===== src/rtl/beatmap_pkg.sv =====
// Shared defaults and types for the beatmap note queue: lane/code geometry,
// FIFO depth, lane-index type and display FSM states.
package beatmap_pkg;
  localparam int DEF_BASE  = 180;
  localparam int DEF_STEP  = 4;
  localparam int DEF_LANES = 5;
  localparam int DEF_DEPTH = 8;

  localparam int LANE_W = $clog2(DEF_LANES);

  typedef logic [LANE_W-1:0] lane_t;

  typedef enum logic {
    ST_WAIT = 1'b0,
    ST_SHOW = 1'b1
  } state_t;
endpackage


===== src/rtl/note_fifo.sv =====
// Circular note FIFO with wrapping pointers and saturating occupancy; push when
// full is honoured only alongside a pop, pop when empty is ignored.
module note_fifo import beatmap_pkg::*; #(
  parameter int DEPTH = DEF_DEPTH,
  localparam int PW = $clog2(DEPTH),
  localparam int CW = $clog2(DEPTH + 1)
) (
  input  logic          clk,
  input  logic          resetn,
  input  logic          i_push,
  input  logic          i_pop,
  input  lane_t         i_wdata,
  output lane_t         o_rdata,
  output logic          o_full,
  output logic          o_empty,
  output logic [CW-1:0] o_count
);
  lane_t         r_mem [DEPTH];
  logic [PW-1:0] r_wr_ptr, r_rd_ptr;
  logic [CW-1:0] r_count;
  logic          w_do_push, w_do_pop;

  assign o_full    = (r_count == CW'(DEPTH));
  assign o_empty   = (r_count == '0);
  assign w_do_pop  = i_pop & ~o_empty;
  assign w_do_push = i_push & (~o_full | w_do_pop);
  assign o_rdata   = r_mem[r_rd_ptr];
  assign o_count   = r_count;

  always_ff @(posedge clk) begin
    if (w_do_push) r_mem[r_wr_ptr] <= i_wdata;
  end

  always_ff @(posedge clk) begin
    if (!resetn) begin
      r_wr_ptr <= '0;
      r_rd_ptr <= '0;
      r_count  <= '0;
    end else begin
      if (w_do_push) r_wr_ptr <= r_wr_ptr + PW'(1);
      if (w_do_pop)  r_rd_ptr <= r_rd_ptr + PW'(1);
      case ({w_do_push, w_do_pop})
        2'b10:   r_count <= r_count + CW'(1);
        2'b01:   r_count <= r_count - CW'(1);
        default: r_count <= r_count;
      endcase
    end
  end
endmodule


===== src/rtl/beatmap_note_queue.sv =====
// Decodes beatmap codes into lane notes, queues them, and presents one note per
// beat until accepted. Define NOTE_STATS_EN to add drop_cnt/ovf_cnt counters.
module beatmap_note_queue import beatmap_pkg::*; #(
  parameter int BASE  = DEF_BASE,
  parameter int STEP  = DEF_STEP,
  parameter int LANES = DEF_LANES,
  parameter int DEPTH = DEF_DEPTH
) (
  input  logic                         clk,
  input  logic                         resetn,
  input  logic                         data_en,
  input  logic [7:0]                   data,
  input  logic                         beat_tick,
  input  logic                         note_ready,
  output logic                         note_valid,
  output lane_t                        note_lane,
  output logic [$clog2(DEPTH+1)-1:0]   fifo_count,
  output logic                         overflow
`ifdef NOTE_STATS_EN
  ,
  output logic [7:0]                   drop_cnt,
  output logic [7:0]                   ovf_cnt
`endif
);
  localparam logic [7:0] LO  = 8'(BASE);
  localparam logic [7:0] HI  = 8'(BASE + STEP * (LANES - 1));
  localparam logic [7:0] MSK = 8'(STEP - 1);
  localparam int         SH  = $clog2(STEP);

  logic [7:0] w_off;
  logic       w_legal, w_full, w_empty, w_pop, w_push, w_ovf_drop;
  lane_t      w_lane, w_head;
  state_t     r_state;
  logic       r_note_valid, r_overflow;
  lane_t      r_note_lane;

  assign w_off   = data - LO;
  assign w_legal = (data >= LO) && (data <= HI) && ((w_off & MSK) == 8'd0);
  assign w_lane  = lane_t'(w_off >> SH);

  // Only a beat in WAIT with something queued pops; a same-cycle push into an
  // empty FIFO is not visible until the next beat.
  assign w_pop      = (r_state == ST_WAIT) && beat_tick && !w_empty;
  assign w_push     = data_en && w_legal;
  assign w_ovf_drop = w_push && w_full && !w_pop;

  note_fifo #(.DEPTH(DEPTH)) u_fifo (
    .clk     (clk),
    .resetn  (resetn),
    .i_push  (w_push),
    .i_pop   (w_pop),
    .i_wdata (w_lane),
    .o_rdata (w_head),
    .o_full  (w_full),
    .o_empty (w_empty),
    .o_count (fifo_count)
  );

  always_ff @(posedge clk) begin
    if (!resetn) begin
      r_state      <= ST_WAIT;
      r_note_valid <= 1'b0;
      r_note_lane  <= '0;
    end else begin
      case (r_state)
        ST_WAIT: if (w_pop) begin
          r_note_lane  <= w_head;
          r_note_valid <= 1'b1;
          r_state      <= ST_SHOW;
        end
        ST_SHOW: if (note_ready) begin
          r_note_valid <= 1'b0;
          r_state      <= ST_WAIT;
        end
        default: r_state <= ST_WAIT;
      endcase
    end
  end

  always_ff @(posedge clk) begin
    if (!resetn)         r_overflow <= 1'b0;
    else if (w_ovf_drop) r_overflow <= 1'b1;
  end

  assign note_valid = r_note_valid;
  assign note_lane  = r_note_lane;
  assign overflow   = r_overflow;

`ifdef NOTE_STATS_EN
  logic [7:0] r_drop_cnt, r_ovf_cnt;

  always_ff @(posedge clk) begin
    if (!resetn) begin
      r_drop_cnt <= '0;
      r_ovf_cnt  <= '0;
    end else begin
      if (data_en && !w_legal && r_drop_cnt != 8'hFF) r_drop_cnt <= r_drop_cnt + 8'd1;
      if (w_ovf_drop && r_ovf_cnt != 8'hFF)           r_ovf_cnt  <= r_ovf_cnt + 8'd1;
    end
  end

  assign drop_cnt = r_drop_cnt;
  assign ovf_cnt  = r_ovf_cnt;
`endif
endmodule


===== config.mk =====
export PLATFORM = sky130hd
export DESIGN_NAME = beatmap_note_queue
export DESIGN_NICKNAME = d
export VERILOG_FILES = /design/src/rtl/beatmap_pkg.sv /design/src/rtl/note_fifo.sv /design/src/rtl/beatmap_note_queue.sv
export SDC_FILE = /design/constraint.sdc
export NUM_CORES = 1
export LEC_CHECK = 0
export ABC_AREA = 1
export BUFFER_PORTS_ARGS = -buffer_cell sky130_fd_sc_hd__buf_4
export CAP_MARGIN = 20
export CORE_MARGIN = 2
export CORE_UTILIZATION = 45
export DETAILED_ROUTE_END_ITERATION = 16
export GPL_TIMING_DRIVEN = 0
export SYNTH_ARGS = -nofsm -noshare
export SYNTH_HDL_FRONTEND = slang
export SYNTH_SLANG_ARGS = --single-unit

===== constraint.sdc =====
create_clock -name clk -period 5.03 [get_ports clk]
set_input_delay 1.006 -clock clk [delete_from_list [all_inputs] [get_ports clk]]
set_output_delay 1.006 -clock clk [all_outputs]
set_load 0.005 [all_outputs]

Yosys cells after proc, flatten, opt, wreduce, memory -nomap -nowiden
Memory sizes are Yosys's and may differ from the RTL's. A register that Yosys moved wholly into a read port is not among the register bits.
Index checks and enable logic that the tools add are counted.
Widths: inputs -> output; s select.
- input port bits: 13
- output and inout port bits: 9
- logic and storage cells: 49
- memory bits (writable): 24
- memories kept: 1
- bits in registers: 13
- memory list (memory ; depth ; width ; read ports ; clocked after memory_dff ; write ports ; line ; RTL):
    u_fifo.r_mem ; 8 ; 3 ; 1 ; 1 ; 1 ; note_fifo.sv:18 ; lane_t r_mem [DEPTH];
- magnitude comparators: 2
- $add $sub $neg: 5
- bitwise logic cells: 6
- reductions and logical operators: 15
- muxes and demuxes: 9
- equality and inequality tests: 5
- operator list (operator ; number):
    $ge 8x8->1 const B ; 1
    $le 8x8->1 const B ; 1
    $logic_not 8->1 ; 1
    $pmux 4 s2 ; 1
    $logic_and 1x1->1 ; 7
    $add 3x1->3 const B ; 2
    $mux 1 ; 6
    $sub 5x5->5 const B ; 1
    $add 4x1->4 const B ; 1
    $eq 4x4->1 const B ; 1
    $logic_not 4->1 ; 1
    $pmux 1 s2 ; 2
    $reduce_and 2->1 ; 2
    $sub 4x1->4 const B ; 1
    $logic_not 1->1 ; 3
    $not 1->1 ; 3
    $and 1x1->1 ; 2
    $eq 2x1->1 const B ; 1
    $eq 2x2->1 const B ; 1
    $ne 2x1->1 const B ; 1
    $ne 2x2->1 const B ; 1
    $reduce_bool 2->1 ; 1
    $or 1x1->1 ; 1

Logic depth before layout (Yosys ltp)
- word-level depth: 8
- mapped depth: 17
- mapped depth without buffers: 17

Modules after synthesis
Synthesis repeated with hierarchy kept, for this count alone.
- cell total of the unflattened synthesis: 210
- area total of the unflattened synthesis: 1999.4 sq um
- by module, submodules not included (module ; cells each ; instances ; sequential area each (sq um) ; area each (sq um)):
    note_fifo ; 159 ; 1 ; 980.9 ; 1652.8
    beatmap_note_queue ; 51 ; 1 ; 120.1 ; 346.6

Worst setup path after synthesis
Ideal clock, no wire load.
- path kind: input -> register
- from: input port data[2]
- to: register u_fifo.r_count[3], in the netlist u_fifo.o_count[3]
- library setup time: 0.115 ns
- data required time: 4.915 ns
- arrival: 2.564 ns
- buffers on the path: 0
- stages: 16
- path slack: 2.351 ns
- cell sequence: inv_1 ha_1 nand2_1 nand3_2 nand3_1 nand2_2 inv_1 ha_1 nand2_1 nand2_1 a31oi_1 inv_1 nand2_1 nand3_1 nand2_1 nor2_1
- longest elaborated chain between the ends: 7
- elaborated cells on any way between the ends: 10
- classes of those cells: 2 x order compare; 2 x eq/ne; 1 x mux; 1 x bitwise; 4 x reduce/logical
- ends and longest elaborated chain (what ; line ; RTL):
    start: declaration ; beatmap_note_queue.sv:12 ; input logic [7:0] data,
    $ge 8x8->1 or $le 8x8->1 (tied branches) ; beatmap_note_queue.sv:38 ; assign w_legal = (data >= LO) && (data <= HI) && ((w_off & MSK) == 8'd0);
    $logic_and 1x1->1 (*) (2 in series) ; beatmap_note_queue.sv:38 ;
    $logic_and 1x1->1 (*) ; beatmap_note_queue.sv:44 ; assign w_push = data_en && w_legal;
    $and 1x1->1 (*) ; note_fifo.sv:26 ; assign w_do_push = i_push & (~o_full | w_do_pop);
    $eq 2x1->1 or $eq 2x2->1 (tied branches) ; note_fifo.sv:42 ; case ({w_do_push, w_do_pop})
    $pmux 4 s2 or $reduce_bool 2->1 (tied branches) ; -- ;
    end signal: assignment ; note_fifo.sv:43 ; 2'b10: r_count <= r_count + CW'(1);
    end signal: assignment ; note_fifo.sv:44 ; 2'b01: r_count <= r_count - CW'(1);
    end signal: assignment ; note_fifo.sv:45 ; default: r_count <= r_count;
    end: declaration ; note_fifo.sv:20 ; logic [CW-1:0] r_count;
Every way passes the cells marked *; elsewhere a longest branch is shown, timed or not.
A chain may end at the register's enable or synchronous reset.

Worst setup path in the final report
Same ends and word-level chain as after synthesis.

==> results.md <==
* Clk root buf: clkbuf_8
* Post-synthesis xor/xnor area fraction at 0.938%
* Die area at 4680 sq um
* Setup TNS Final at 0 ns
* YS warnings at 0
* Most frequent CP cell: nand2_1
* Worst-path clk slew at 0.08 ns
* DRT iter0 DRCs at 55
* Register area share after synthesis at 55.7%
* Top_reg_cell synth: edfxtp_1
* Hold slack final at 0.474 ns
* H-Tree Level Count at 2
* VDD IR max at 0.274 mV
* Critical path's largest stage delay at 0.32 ns
* PD cells at 475 nW/um^2
* TritonRoute pass-1 iters at 4
* Period Utilization, post-route at 55.2%
* Most common cell in the netlist: nor2_1
* Vias per cell at 4.99
* Top cells by area, synth: edfxtp_1 (39%), dfxtp_1 (17%), nor2_1 (6.4%)
* ANT cells at 0
* Chip width at 68.4 um
* Type of the worst setup path: input pin to flop
* Synth Area in Compound Gates at 11.7%
* Post-DP HPWL at 2790 um
* Number of synthesized register bits at 40
* Crit. End Element: flop
* PostCTS Resize Cnt at 0
* Total GRT Usage at 17.8%
* Max Cap Viol at 0
* TritonCTS clock tree: built
* DRC Markers at 0
* Num CTS Buffers at 5
* Final Setup Violations at 0
* Slew headroom at 57.7%
* Netlist Area Pre-Place at 1870 sq um
* Final min period at 2.78 ns
* Mux cell area share after synthesis at 0%
* Final Hold Vio Count at 0
* Initial Util at 46.7%
* Tightest Pin Transition at 0.630 ns
* Area grow syn2layout at 17.5%
* Setup Skew at 0.00556 ns
* Critical path's top delay family: simple AND/OR/NAND/NOR gates
* Async set-reset flop share out of synthesis at 0%
* Cells along the critical path: buf_4 > inv_1 > ha_1 > nand2_1 > nand3_2 > nand3_1 > nand2_2 > inv_1 > ha_1 > nand2_1 > nand2_1 > a31oi_1 > nand2_1 > a21oi_1 > nor2_1
* Layout cell share with drive strength beyond 1 at 17.7%
* Status: finished, final reports clean
* First-pass GRT wire length at 5980 um
* Arr. time, crit path at 2.96 ns
* Clock sink count at 40
* Synthesized area per cell at 9.25 sq um
* Antenna violations before repair at 0
* Simple-gate area share of the yosys netlist at 19.7%
* Number of synthesized flops with an enable pin at 24
* Max Freq at 0.360 GHz
* Post-synth top area cell: edfxtp_1
* Total Routed Length at 3570 um
* Final #Nets at 250
* Number of global-route vias before repair at 1379
* Pins over their slew limit at 0
* Core area at 4000 sq um
* Routed WL per cell at 12.7 um
* Clk buf depth at 2
* Die height at 68.4 um
* RSZ-0062 raised after global routing: no
* GPL Wtd Cong at 0.822
* Power, Total at 1040 uW
* Yosys cell types at 25
* Slowest cell on crit path: ha_1
* Largest family of logic cells by synthesized area: simple AND/OR/NAND/NOR gates
* Site Rows at 23
* # Post-CTS Setup Buffers at 0
* Detail Route Antenna Nets at 0
* Pin count of the biggest net entering global routing at 13
* WP data required at 5.21 ns
* DR vias at 1403
* Top Ports at 22
* Mapped Cells at 202
* Count of buffers from port buffering at 21
* Startpoint Class: input pin
* Syn nets at 222
* Hold WC Path Type: flop to flop
* Most frequent cells after synthesis: nor2_1 (32), inv_1 (26), edfxtp_1 (24), nand2_1 (24), o21ai_0 (23)
* Grt ovf at 0
* Clk_lat worst skew at 0.29 ns
* Filler cells at 359
* Hold-fix buffers, CTS at 0
* Post-Synth Adder-Cell Area at 5.09%
* Yosys top cell area share at 38.6%
* Worst-path fanout max at 9
* Lkg Pwr at 0.000928 uW
* Buf/Inv on CP at 3
area by class of cell:
| class | instances | area (sq um) | share of cell area [%] |
|---|---|---|---|
| plain buffers | 4 | 20.0 | 0.912 |
| clock buffers | 5 | 68.8 | 3.14 |
| clock inverters | 3 | 37.5 | 1.71 |
| inverters | 29 | 109 | 4.96 |
| multi-input cells | 129 | 698 | 31.8 |
| flip-flops and latches | 40 | 1040 | 47.4 |
| well taps | 50 | 62.6 | 2.85 |
| repair buffers | 21 | 158 | 7.18 |
worst reg2reg max path: stages, from the launching register on:
cell     delay, ns
dfxtp_1       0.35
nor2_1        0.17
nand2_1       0.07
nand2_1       0.12
inv_2         0.10
nand2_2       0.12
inv_1         0.07
ha_1          0.32
nand2_1       0.08
nand2_1       0.05
a31oi_1       0.17
nand2_1       0.10
a21oi_1       0.16
nor2_1        0.06
flip-flops by register name, summed over array words and instances, names as in the netlist:
name / flops
note_lane: 3
note_valid: 1
overflow: 1
r_state: 1
u_fifo.o_count: 4
u_fifo.r_mem: 24
u_fifo.r_rd_ptr: 3
u_fifo.r_wr_ptr: 3
power breakdown:
part | switching [uW] | internal [uW] | leakage [uW]
sequential | 39.1 | 388 | 0.000346
clock | 107 | 144 | 0.0000532
combinational | 216 | 149 | 0.000528
total | 362 | 681 | 0.000928
through the flow:
step / area [sq um] / util (%) / std cells / worst slack [ns]
final: 2190 / 54.9 / 281 / 2.25
after global routing: 2190 / 54.9 / 281 / 2.06
after CTS: 2190 / 54.9 / 281 / 2.18
after detailed placement: 2090 / 52.2 / 273 / 1.87
after global placement: 2090 / 52.2 / 273 / 1.94
after floorplan: 1870 / - / 202 / 2.35
final timing paths:
check / start / end / slack, ns / cells past startpoint
worst min register to register: note_valid / note_valid / 0.47 / 2
worst max register to register: u_fifo.o_count[0] / u_fifo.o_count[3] / 2.98 / 13
worst max-delay path: data[2] / u_fifo.o_count[3] / 2.25 / 15
worst min-delay path: note_valid / note_valid / 0.47 / 2
cells in the final DEF, fill, tap and decap left out, drive strengths merged, types with 3 or more instances in the layout:
cell type | Yosys | layout
nor2 | 34 | 34
inv | 28 | 28
nand2 | 28 | 28
buf | 4 | 25
edfxtp | 24 | 24
o21ai | 23 | 23
dfxtp | 16 | 16
a21oi | 9 | 9
nor3 | 8 | 8
nand3 | 7 | 7
o211ai | 6 | 6
ha | 6 | 6
clkbuf | 0 | 5
clkinv | 1 | 3
layer usage:
layer / up-vias / GRT usage, % / routed length, um / part of all wire (%)
li1: 729 / - / - / -
met1: 643 / 21.6 / 1580 / 44
met2: 26 / 30.9 / 1790 / 50
met3: 5 / 4.93 / 156 / 4.4
met4: 0 / 4.50 / 42 / 1.2
met5: - / 0 / 0 / 0
logic make-up after synthesis:
logic type               after synthesis
AO/OA/AOI/OAI                         40
buffers and inverters                 33
flip-flops                            40
AND/OR/NAND/NOR                       80
adder cells (fa/ha/maj)                7
XOR/XNOR                               2
(Power assumes the default switching activity.)
